`src/rtl/mc_control_pkg.sv`:
```
// Shared encodings for the multi-cycle control FSM: opcodes, mux selects, state codes.
// MC_CTRL_ADDI_EN adds the addi opcode to the legal set.
package mc_control_pkg;

  localparam logic [5:0] OP_RTYPE = 6'b000000;
  localparam logic [5:0] OP_J     = 6'b000010;
  localparam logic [5:0] OP_BEQ   = 6'b000100;
  localparam logic [5:0] OP_ADDI  = 6'b001000;
  localparam logic [5:0] OP_LW    = 6'b100011;
  localparam logic [5:0] OP_SW    = 6'b101011;

  localparam logic [1:0] ALUOP_ADD    = 2'b00;
  localparam logic [1:0] ALUOP_BRANCH = 2'b01;
  localparam logic [1:0] ALUOP_FUNCT  = 2'b10;

  localparam logic [1:0] SRCB_REG     = 2'b00;
  localparam logic [1:0] SRCB_FOUR    = 2'b01;
  localparam logic [1:0] SRCB_IMM     = 2'b10;
  localparam logic [1:0] SRCB_IMM_SH2 = 2'b11;

  localparam logic [1:0] PCSRC_ALU    = 2'b00;
  localparam logic [1:0] PCSRC_ALUOUT = 2'b01;
  localparam logic [1:0] PCSRC_JUMP   = 2'b10;

  typedef enum logic [3:0] {
    FETCH  = 4'd0,
    DECODE = 4'd1,
    MEMADR = 4'd2,
    MEMRD  = 4'd3,
    MEMWB  = 4'd4,
    MEMWR  = 4'd5,
    EXEC   = 4'd6,
    ALUWB  = 4'd7,
    BRANCH = 4'd8,
    JUMP   = 4'd9,
    ADDIEX = 4'd10,
    ADDIWB = 4'd11
  } state_t;

  function automatic logic op_legal(input logic [5:0] op);
    logic ok;
    case (op)
      OP_LW, OP_SW, OP_RTYPE, OP_BEQ, OP_J: ok = 1'b1;
`ifdef MC_CTRL_ADDI_EN
      OP_ADDI: ok = 1'b1;
`endif
      default: ok = 1'b0;
    endcase
    return ok;
  endfunction

endpackage

```
`src/rtl/mc_control_decode.sv`:
```
// Output decode for the control FSM: (state, opcode, mem_ready) -> datapath strobes.
// MC_CTRL_ADDI_EN enables the ADDIEX/ADDIWB decodes; otherwise those codes decode to all-zero.
module mc_control_decode
  import mc_control_pkg::*;
(
  input  state_t     state,
  input  logic [5:0] opcode,
  input  logic       mem_ready,
  output logic       pc_write,
  output logic       pc_write_cond,
  output logic       i_or_d,
  output logic       mem_read,
  output logic       mem_write,
  output logic       ir_write,
  output logic       mem_to_reg,
  output logic       reg_dst,
  output logic       reg_write,
  output logic       alu_src_a,
  output logic [1:0] alu_src_b,
  output logic [1:0] alu_op,
  output logic [1:0] pc_source,
  output logic       illegal_op
);

  always_comb begin
    pc_write      = 1'b0;
    pc_write_cond = 1'b0;
    i_or_d        = 1'b0;
    mem_read      = 1'b0;
    mem_write     = 1'b0;
    ir_write      = 1'b0;
    mem_to_reg    = 1'b0;
    reg_dst       = 1'b0;
    reg_write     = 1'b0;
    alu_src_a     = 1'b0;
    alu_src_b     = SRCB_REG;
    alu_op        = ALUOP_ADD;
    pc_source     = PCSRC_ALU;
    illegal_op    = 1'b0;
    case (state)
      FETCH: begin
        mem_read  = 1'b1;
        alu_src_b = SRCB_FOUR;
        ir_write  = mem_ready;
        pc_write  = mem_ready;
      end
      DECODE: begin
        alu_src_b  = SRCB_IMM_SH2;
        illegal_op = !op_legal(opcode);
      end
      MEMADR: begin
        alu_src_a = 1'b1;
        alu_src_b = SRCB_IMM;
      end
      MEMRD: begin
        mem_read = 1'b1;
        i_or_d   = 1'b1;
      end
      MEMWB: begin
        mem_to_reg = 1'b1;
        reg_write  = 1'b1;
      end
      MEMWR: begin
        mem_write = 1'b1;
        i_or_d    = 1'b1;
      end
      EXEC: begin
        alu_src_a = 1'b1;
        alu_op    = ALUOP_FUNCT;
      end
      ALUWB: begin
        reg_dst   = 1'b1;
        reg_write = 1'b1;
      end
      BRANCH: begin
        alu_src_a     = 1'b1;
        alu_op        = ALUOP_BRANCH;
        pc_write_cond = 1'b1;
        pc_source     = PCSRC_ALUOUT;
      end
      JUMP: begin
        pc_write  = 1'b1;
        pc_source = PCSRC_JUMP;
      end
`ifdef MC_CTRL_ADDI_EN
      ADDIEX: begin
        alu_src_a = 1'b1;
        alu_src_b = SRCB_IMM;
      end
      ADDIWB: begin
        reg_write = 1'b1;
      end
`endif
      default: ;
    endcase
  end

endmodule

```
`src/rtl/mc_control_fsm.sv`:
```
// Multi-cycle control FSM: state register and next-state logic; strobes come from mc_control_decode.
// MC_CTRL_ADDI_EN adds the ADDIEX/ADDIWB path for opcode 001000.
//
// state  | meaning
// FETCH  | read instruction, PC += 4 when memory ready
// DECODE | register read, branch target compute, dispatch on opcode
// MEMADR | lw/sw effective address
// MEMRD  | data read, waits on mem_ready
// MEMWB  | load result to rt
// MEMWR  | data write, waits on mem_ready
// EXEC   | R-type ALU operation
// ALUWB  | R-type result to rd
// BRANCH | beq compare, conditional PC write
// JUMP   | unconditional PC write
// ADDIEX | addi ALU operation (MC_CTRL_ADDI_EN)
// ADDIWB | addi result to rt (MC_CTRL_ADDI_EN)
module mc_control_fsm
  import mc_control_pkg::*;
#(
  parameter int MEM_HANDSHAKE = 1
) (
  input  logic       clk,
  input  logic       rst_n,
  input  logic [5:0] opcode,
  input  logic       mem_ready,
  output logic       pc_write,
  output logic       pc_write_cond,
  output logic       i_or_d,
  output logic       mem_read,
  output logic       mem_write,
  output logic       ir_write,
  output logic       mem_to_reg,
  output logic       reg_dst,
  output logic       reg_write,
  output logic       alu_src_a,
  output logic [1:0] alu_src_b,
  output logic [1:0] alu_op,
  output logic [1:0] pc_source,
  output logic       illegal_op,
  output logic [3:0] state
);

  state_t state_q;
  logic   mem_ok;

  // Masked by rst_n so FETCH issues no ir/pc write while reset is held.
  assign mem_ok = rst_n & ((MEM_HANDSHAKE != 0) ? mem_ready : 1'b1);
  assign state  = state_q;

  always_ff @(posedge clk or negedge rst_n) begin
    if (!rst_n) begin
      state_q <= FETCH;
    end else begin
      case (state_q)
        FETCH:  if (mem_ok) state_q <= DECODE;
        DECODE: begin
          case (opcode)
            OP_LW, OP_SW: state_q <= MEMADR;
            OP_RTYPE:     state_q <= EXEC;
            OP_BEQ:       state_q <= BRANCH;
            OP_J:         state_q <= JUMP;
`ifdef MC_CTRL_ADDI_EN
            OP_ADDI:      state_q <= ADDIEX;
`endif
            default:      state_q <= FETCH;
          endcase
        end
        // Opcode is re-read here; anything but lw/sw abandons the access.
        MEMADR: begin
          if (opcode == OP_LW)      state_q <= MEMRD;
          else if (opcode == OP_SW) state_q <= MEMWR;
          else                      state_q <= FETCH;
        end
        MEMRD:  if (mem_ok) state_q <= MEMWB;
        MEMWB:  state_q <= FETCH;
        MEMWR:  if (mem_ok) state_q <= FETCH;
        EXEC:   state_q <= ALUWB;
        ALUWB:  state_q <= FETCH;
        BRANCH: state_q <= FETCH;
        JUMP:   state_q <= FETCH;
`ifdef MC_CTRL_ADDI_EN
        ADDIEX: state_q <= ADDIWB;
        ADDIWB: state_q <= FETCH;
`endif
        default: state_q <= FETCH;
      endcase
    end
  end

  mc_control_decode u_decode (
    .state         (state_q),
    .opcode        (opcode),
    .mem_ready     (mem_ok),
    .pc_write      (pc_write),
    .pc_write_cond (pc_write_cond),
    .i_or_d        (i_or_d),
    .mem_read      (mem_read),
    .mem_write     (mem_write),
    .ir_write      (ir_write),
    .mem_to_reg    (mem_to_reg),
    .reg_dst       (reg_dst),
    .reg_write     (reg_write),
    .alu_src_a     (alu_src_a),
    .alu_src_b     (alu_src_b),
    .alu_op        (alu_op),
    .pc_source     (pc_source),
    .illegal_op    (illegal_op)
  );

endmodule

```
`config.mk`:
```
export PLATFORM = sky130hd
export DESIGN_NAME = mc_control_fsm
export DESIGN_NICKNAME = d
export VERILOG_FILES = /design/src/rtl/mc_control_pkg.sv /design/src/rtl/mc_control_decode.sv /design/src/rtl/mc_control_fsm.sv
export SDC_FILE = /design/constraint.sdc
export NUM_CORES = 1
export LEC_CHECK = 0
export BUFFER_PORTS_ARGS = -buffer_cell sky130_fd_sc_hd__buf_2
export CORE_AREA = 2 2 39 41
export DETAILED_ROUTE_END_ITERATION = 12
export DIE_AREA = 0 0 41 43
export PLACE_DENSITY = 0.68
export SETUP_SLACK_MARGIN = 0.4
export SLEW_MARGIN = 30
export SYNTH_ARGS = -nofsm -noshare
export SYNTH_HDL_FRONTEND = slang
export SYNTH_SLANG_ARGS = --single-unit
```
`constraint.sdc`:
```
create_clock -name clk -period 1.4 [get_ports clk]
set_input_delay 0.21 -clock clk [delete_from_list [all_inputs] [get_ports clk]]
set_output_delay 0.21 -clock clk [all_outputs]
set_load 0.03 [all_outputs]
```
==> run summary, run 1 <==
TritonCTS buffer count: 3
EDFF count, synth: 0
Routability Congestion: 0.9082
ranking of synthesized cells by area: dfrtp_1 22%, nor2_1 6.5%, nor3_1 4.3%, clkbuf_1 4.0%, nand2b_1 4.0%
Last stage: global routing
Syn Nets: 73
CTS Root Cell: clkbuf_4
IO Port Bufs: 29
Mean Syn Cell Area: 7.253 um^2
H-tree depth: 1
starting density of the core: 33.54%
first error: [ERROR DPL-0033] detailed placement checks failed during check placement.
Yosys cell types: 31
worst_ep kind: output port
synth cell count leaders: 8 x nor2_1, 5 x clkbuf_1, 4 x dfrtp_1, 4 x inv_1, 4 x nor3_1
largest area contributor in the netlist: dfrtp_1
CTS Sinks: 4
post-DP HPWL: 1352 um
Post-Synthesis Cells: 64
initial antenna violation count: 0
largest net degree at the start of global routing: 16
Ys Warns: 0
die height: 43 um
ys async rst share: 100.0%
flops & latches, synth: 4
Placed Instance Area: 870.8 um^2
outcome: did not finish
Synth Cell Area: 464.2 um^2
die width: 41 um
Synth Flop Type: dfrtp_1
Synth top area share: 21.56%
IO Count: 30
CTS Buffer Depth: 2
last worst endpoint in the global-route repair_timing: reg_write
count leader, synth: nor2_1
Seq/Total Area, Yosys: 21.56%
row cnt: 14
## metrics by stage
stage | hold WS, ns | setup slack [ns] | utilization (%) | std cells
floorplan | -0.08559 | -0.3474 | - | 64
global placement | 0.02725 | -0.3682 | 62.93 | 120
detailed placement | 0.02888 | -0.4219 | 62.93 | 120
CTS | 0.3500 | -0.2102 | 83.54 | 128
## timing repair
action,4_1_cts
cloned,0
endpoints found under the setup margin,25
resized for setup,62
pin swaps,14
hold buffers,1
hold endpoints to repair,4
setup buffers,4
## cell families after synthesis
| kind of cell | count (synthesis) | synth area share, % |
|---|---|---|
| compound gates | 16 | 26.15 |
| flops | 4 | 21.56 |
| simple gates | 31 | 38.01 |
| xor+xnor | 2 | 3.774 |
| buf+inv | 11 | 10.51 |
==> inputs of run 2 (changes only) <==
--- a/config.mk
+++ b/config.mk
@@ -6,11 +6,10 @@
 export NUM_CORES = 1
 export LEC_CHECK = 0
 export BUFFER_PORTS_ARGS = -buffer_cell sky130_fd_sc_hd__buf_2
-export CORE_AREA = 2 2 39 41
+export CORE_AREA = 2 2 63 65
 export DETAILED_ROUTE_END_ITERATION = 12
-export DIE_AREA = 0 0 41 43
-export PLACE_DENSITY = 0.68
-export SETUP_SLACK_MARGIN = 0.4
+export DIE_AREA = 0 0 65 67
+export PLACE_DENSITY_LB_ADDON = 0.15
 export SLEW_MARGIN = 30
 export SYNTH_ARGS = -nofsm -noshare
 export SYNTH_HDL_FRONTEND = slang
==> run summary, run 2 <==
initial antenna violation count: 0
IO Port Bufs: 29
layout cells sized above 1: 82.54%
via count: 726
synth cell count leaders: 8 x nor2_1, 5 x clkbuf_1, 4 x dfrtp_1, 4 x inv_1, 4 x nor3_1
crit path from: state[0]
Reg clk slew, reported paths: 0.03 ns
post-route ant nets: 0
max reg flops: 4
TritonCTS clock tree: done
fin area: 1321 um^2
number of global-route vias before repair: 736
CP required: 1.19 ns
first-pass GRT wire length: 3456 um
Cell Pwr Density: 1156 nW/um^2
EDFF count, synth: 0
origin of the critical flop-to-flop path: state[0]
critical path's largest stage delay: 0.43 ns
First DRT Iteration DRCs: 7
classification of the worst setup path: reg -> out
starting density of the core: 12.87%
ys async rst share: 100.0%
Crit path arrival time: 1.38 ns
largest net degree at the start of global routing: 10
f_max: 627.3 MHz
Hold WC Path Type: in -> reg
most common cell after layout, fill and taps aside: buf_6
Critical Path, Cell by Cell: buf_12 -> nand2b_4 -> buf_6 -> nor2_4 -> or2_4 -> buf_6
CTS Sinks: 4
Total Die Area: 4355 um^2
outcome: finished, violations left
Seq/Total Area, Yosys: 21.56%
most frequent CP cell: buf_6
synth-to-layout area growth: 184.6%
area of the multi-input gates: 510.5 um^2
Setup WS pre-CTS: -0.4127 ns
Slew @ Worst Pin: 0.2732 ns
Worst setup SP type: flip-flop
CTS Buffer Depth: 2
Yosys cell types: 31
Synth Flop Type: dfrtp_1
Placed Instance Area: 900.9 um^2
Fin. Hold Viols: 0
Sw Share: 40.91%
DRC violations left: 0
Ys Warns: 0
Slew HR: 81.59%
Worst setup EP type: primary output
Congestion Overflow GR: 0
TritonCTS buffer count: 3
post-DP HPWL: 1564 um
hold path startpoint: opcode[1]
final core utilization: 36.64%
Total Nets Final: 137
count leader, synth: nor2_1
slowest CP cell: dfrtp_2
Final min period: 1.594 ns
Layout fillers: 368
Lkg Pwr: 0.5759 nW
drt wl/cell: 12.22 um
flops & latches, synth: 4
final total power: 1.528 mW
P_int: 0.9028 mW
worst hold margin: 0.3863 ns
Routed WL: 2127 um
register area: 105.1 um^2
final slew viol count: 0
worst skew pair latency: 0.22 ns
die width: 65 um
die height: 67 um
vias per std cell: 4.172
Synth top area share: 21.56%
max_cap viols: 0
Antenna Cells: 0
H-tree depth: 1
core footprint: 3606 um^2
Clk network pwr share: 16.1%
clk_skew: 0.007473 ns
Synth Cell Area: 464.2 um^2
placed cells: 156
IO Count: 30
Seq pwr share: 10.6%
RSZ-0062 raised after global routing: true
final number of setup-violating endpoints: 17
largest area contributor in the netlist: dfrtp_1
DR pass1 iterations: 4
crit-path max FO: 4
Max VDD drop: 0.4837 mV
Syn Nets: 73
P_sw: 0.6249 mW
most frequent cells in the layout: 27 x buf_6, 26 x buf_4, 11 x buf_2
row cnt: 22
PnR worst setup slack: -0.1941 ns
Post-Layout Cell Count: 174
Mean Syn Cell Area: 7.253 um^2
GRT Total Usage: 10.36%
final worst path period share: 113.9%
setup_tns: -2.087 ns
CTS Root Cell: clkbuf_8
Routability Congestion: 0.7903
Comb pwr share: 73.3%
Post-Synthesis Cells: 64
failing checks: setup timing
ranking of synthesized cells by area: dfrtp_1 22%, nor2_1 6.5%, nor3_1 4.3%, clkbuf_1 4.0%, nand2b_1 4.0%
-- run 2: cell counts after synthesis --
Identical to the previous run, type by type.
-- run 2: critical path, delay by kind of cell (launching register included) --
family                 cells  cell delay [ns]
buffers and inverters      3             0.39
DFF                        1             0.43
and+or+nand+nor            3             0.34
-- run 2: kinds of logic after synthesis --
group / count (synthesis) / share of synthesized area, %
compound gates: 16 / 26.15
simple gates: 31 / 38.01
flops: 4 / 21.56
buf+inv: 11 / 10.51
xor+xnor: 2 / 3.774
-- run 2: layout make-up --
cell class                 instances  share of cell area (%)
inverter                           4                   1.515
tap                               48                   4.545
sequential                         4                   7.955
multi-input combinational         49                   38.64
clock buffer                       3                   3.125
timing repair buffer              66                   44.22
-- run 2: path summary, 6_finish.rpt --
path                            end  slack [ns]  cells past startpoint
min in group asynchronous  state[0]        0.46                      3
max in group asynchronous  state[3]        0.74                      3
min                        state[3]        0.39                      3
min reg2reg                state[2]        0.66                      3
max                        pc_write       -0.19                      6
max reg2reg                state[2]       -0.03                      6
-- run 2: per-layer routing --
| metal | global-route usage, % | routed length [um] |
|---|---|---|
| met1 | 13.21 | 904 |
| met2 | 18.17 | 1119 |
| met5 | 0 | 0 |
| met4 | 2.394 | 0 |
| met3 | 1.689 | 102 |
-- run 2: power groups by stage --
stage	logic, mW	registers, mW	clock network [mW]
global placement	0.751	0.158	0
detailed placement	0.745	0.157	0
finish	1.12	0.162	0.246
CTS	0.971	0.163	0.251
global route	1.19	0.166	0.258
floorplan	0.471	0.186	0
-- run 2: repair_timing --
action	4_1_cts	5_1_grt
hold buffers	1	0
endpoints found under the setup margin	19	21
endpoints found under the hold margin	4	0
pin swaps	9	8
gates resized for setup	48	23
setup buffers	7	7
Note: power is estimated with default switching activity, not from simulation.
==> inputs of run 3 (changes only) <==
==> constraint.sdc (replaced) <==
create_clock -name clk -period 1.9 [get_ports clk]
set_input_delay 0.285 -clock clk [delete_from_list [all_inputs] [get_ports clk]]
set_output_delay 0.285 -clock clk [all_outputs]
set_load 0.03 [all_outputs]
==> run summary, run 3 (synthesis gave the netlist of run 2 again) <==
Routed WL: 1710 um
synth-to-layout area growth: 66.31%
Fin. Hold Viols: 0
classification of the worst setup path: reg -> out
most common cell after layout, fill and taps aside: buf_2
DRC violations left: 0
first-pass GRT wire length: 2739 um
Congestion Overflow GR: 0
RSZ-0062 raised after global routing: false
wire length on met2: 790 um
die height: 67 um
clk_skew: 0.002827 ns
drt wl/cell: 11.96 um
IO Count: 30
crit-path max FO: 7
Total Nets Final: 106
worst skew pair latency: 0.22 ns
Worst setup EP type: primary output
wl on met1: 800 um
P_sw: 0.3341 mW
largest net degree at the start of global routing: 16
H-tree depth: 1
number of global-route vias before repair: 608
max_cap viols: 0
Slew HR: 75.15%
CTS Sinks: 4
fin area: 772.0 um^2
most frequent cells in the layout: 29 x buf_2, 8 x nor2_1, 5 x buf_4
worst hold margin: 0.4210 ns
via count: 598
final number of setup-violating endpoints: 0
Final min period: 1.823 ns
Antenna Cells: 0
CTS Buffer Depth: 2
f_max: 548.6 MHz
die width: 65 um
post-route ant nets: 0
Setup WS pre-CTS: 0.007471 ns
core footprint: 3606 um^2
layout cells sized above 1: 49.47%
P_int: 0.3647 mW
PnR worst setup slack: 0.07727 ns
row cnt: 22
Reg clk slew, reported paths: 0.03 ns
final worst path period share: 95.93%
Lkg Pwr: 0.3671 nW
outcome: finished clean
GRT Total Usage: 8.090%
metal3 WL: 99 um
Clk network pwr share: 25.1%
starting density of the core: 12.87%
Comb pwr share: 57.8%
Max VDD drop: 0.2308 mV
max reg flops: 4
Routability Congestion: 0.7250
Sw Share: 47.81%
CTS Root Cell: clkbuf_8
TritonCTS clock tree: done
Crit path arrival time: 1.54 ns
vias per std cell: 4.182
CP required: 1.62 ns
Slew @ Worst Pin: 0.3680 ns
postcts setup bufs: 0
Hold WC Path Type: in -> reg
initial antenna violation count: 0
Total Die Area: 4355 um^2
final slew viol count: 0
First DRT Iteration DRCs: 9
Seq pwr share: 17.0%
post-DP HPWL: 1374 um
max layer used: met4
setup_tns: 0 ns
Placed Instance Area: 715.7 um^2
Cell Pwr Density: 905.2 nW/um^2
Worst setup SP type: flip-flop
IO Port Bufs: 29
TritonCTS buffer count: 3
DR pass1 iterations: 4
run 3: layout make-up:
type / instances / area [um^2]
Clock buffer: 3 / 41.29
Timing Repair Buffer: 35 / 192.7
Tap cell: 48 / 60.06
Multi-Input combinational cell: 49 / 362.8
Inverter: 4 / 15.01
Fill cell: 416 / 2834
Sequential cell: 4 / 100.1
run 3: power by group through the flow:
stage | clock network (mW) | logic, mW | registers [mW]
final | 0.176 | 0.404 | 0.119
after global routing | 0.183 | 0.437 | 0.121
after CTS | 0.178 | 0.407 | 0.119
after detailed placement | 0 | 0.404 | 0.120
after global placement | 0 | 0.410 | 0.122
after floorplan | 0 | 0.276 | 0.133
run 3: worst paths after layout:
| check | cells after the start | from | slack, ns | end |
|---|---|---|---|---|
| hold / removal | 3 | opcode[1] | 0.42 | state[3] |
| min in group asynchronous | 2 | rst_n | 0.46 | state[0] |
| hold reg to reg | 2 | state[2] | 0.63 | state[3] |
| setup reg to reg | 5 | state[0] | 0.37 | state[2] |
| setup / recovery | 4 | state[0] | 0.08 | mem_read |
| max in group asynchronous | 2 | rst_n | 1.27 | state[1] |
run 3: repair_timing:
| action | 4_1_cts | 5_1_grt |
|---|---|---|
| hold endpoints to repair | 4 | 0 |
| gates resized for setup | 0 | 2 |
| setup endpoints to repair | 0 | 2 |
| hold buffers | 1 | 0 |
run 3: per-layer routing:
metal,vias up,global-route usage [%]
li1,298,-
met1,274,10.20
met2,24,13.53
met3,2,1.014
met4,0,3.989
met5,-,0
run 3: worst max-delay path: stages (launching register included):
cell	delay [ns]
dfrtp_1	0.45
buf_4	0.21
nand2b_1	0.26
and3b_1	0.20
buf_2	0.19
run 3: per-stage QoR:
step                      power, mW  cells  util, %
final                        0.6988    143    21.41
after global routing         0.7410    143    21.41
after CTS                    0.7033    143    21.27
after detailed placement     0.5233    139    19.85
after global placement       0.5319    139    19.85
after floorplan              0.4085     64        -
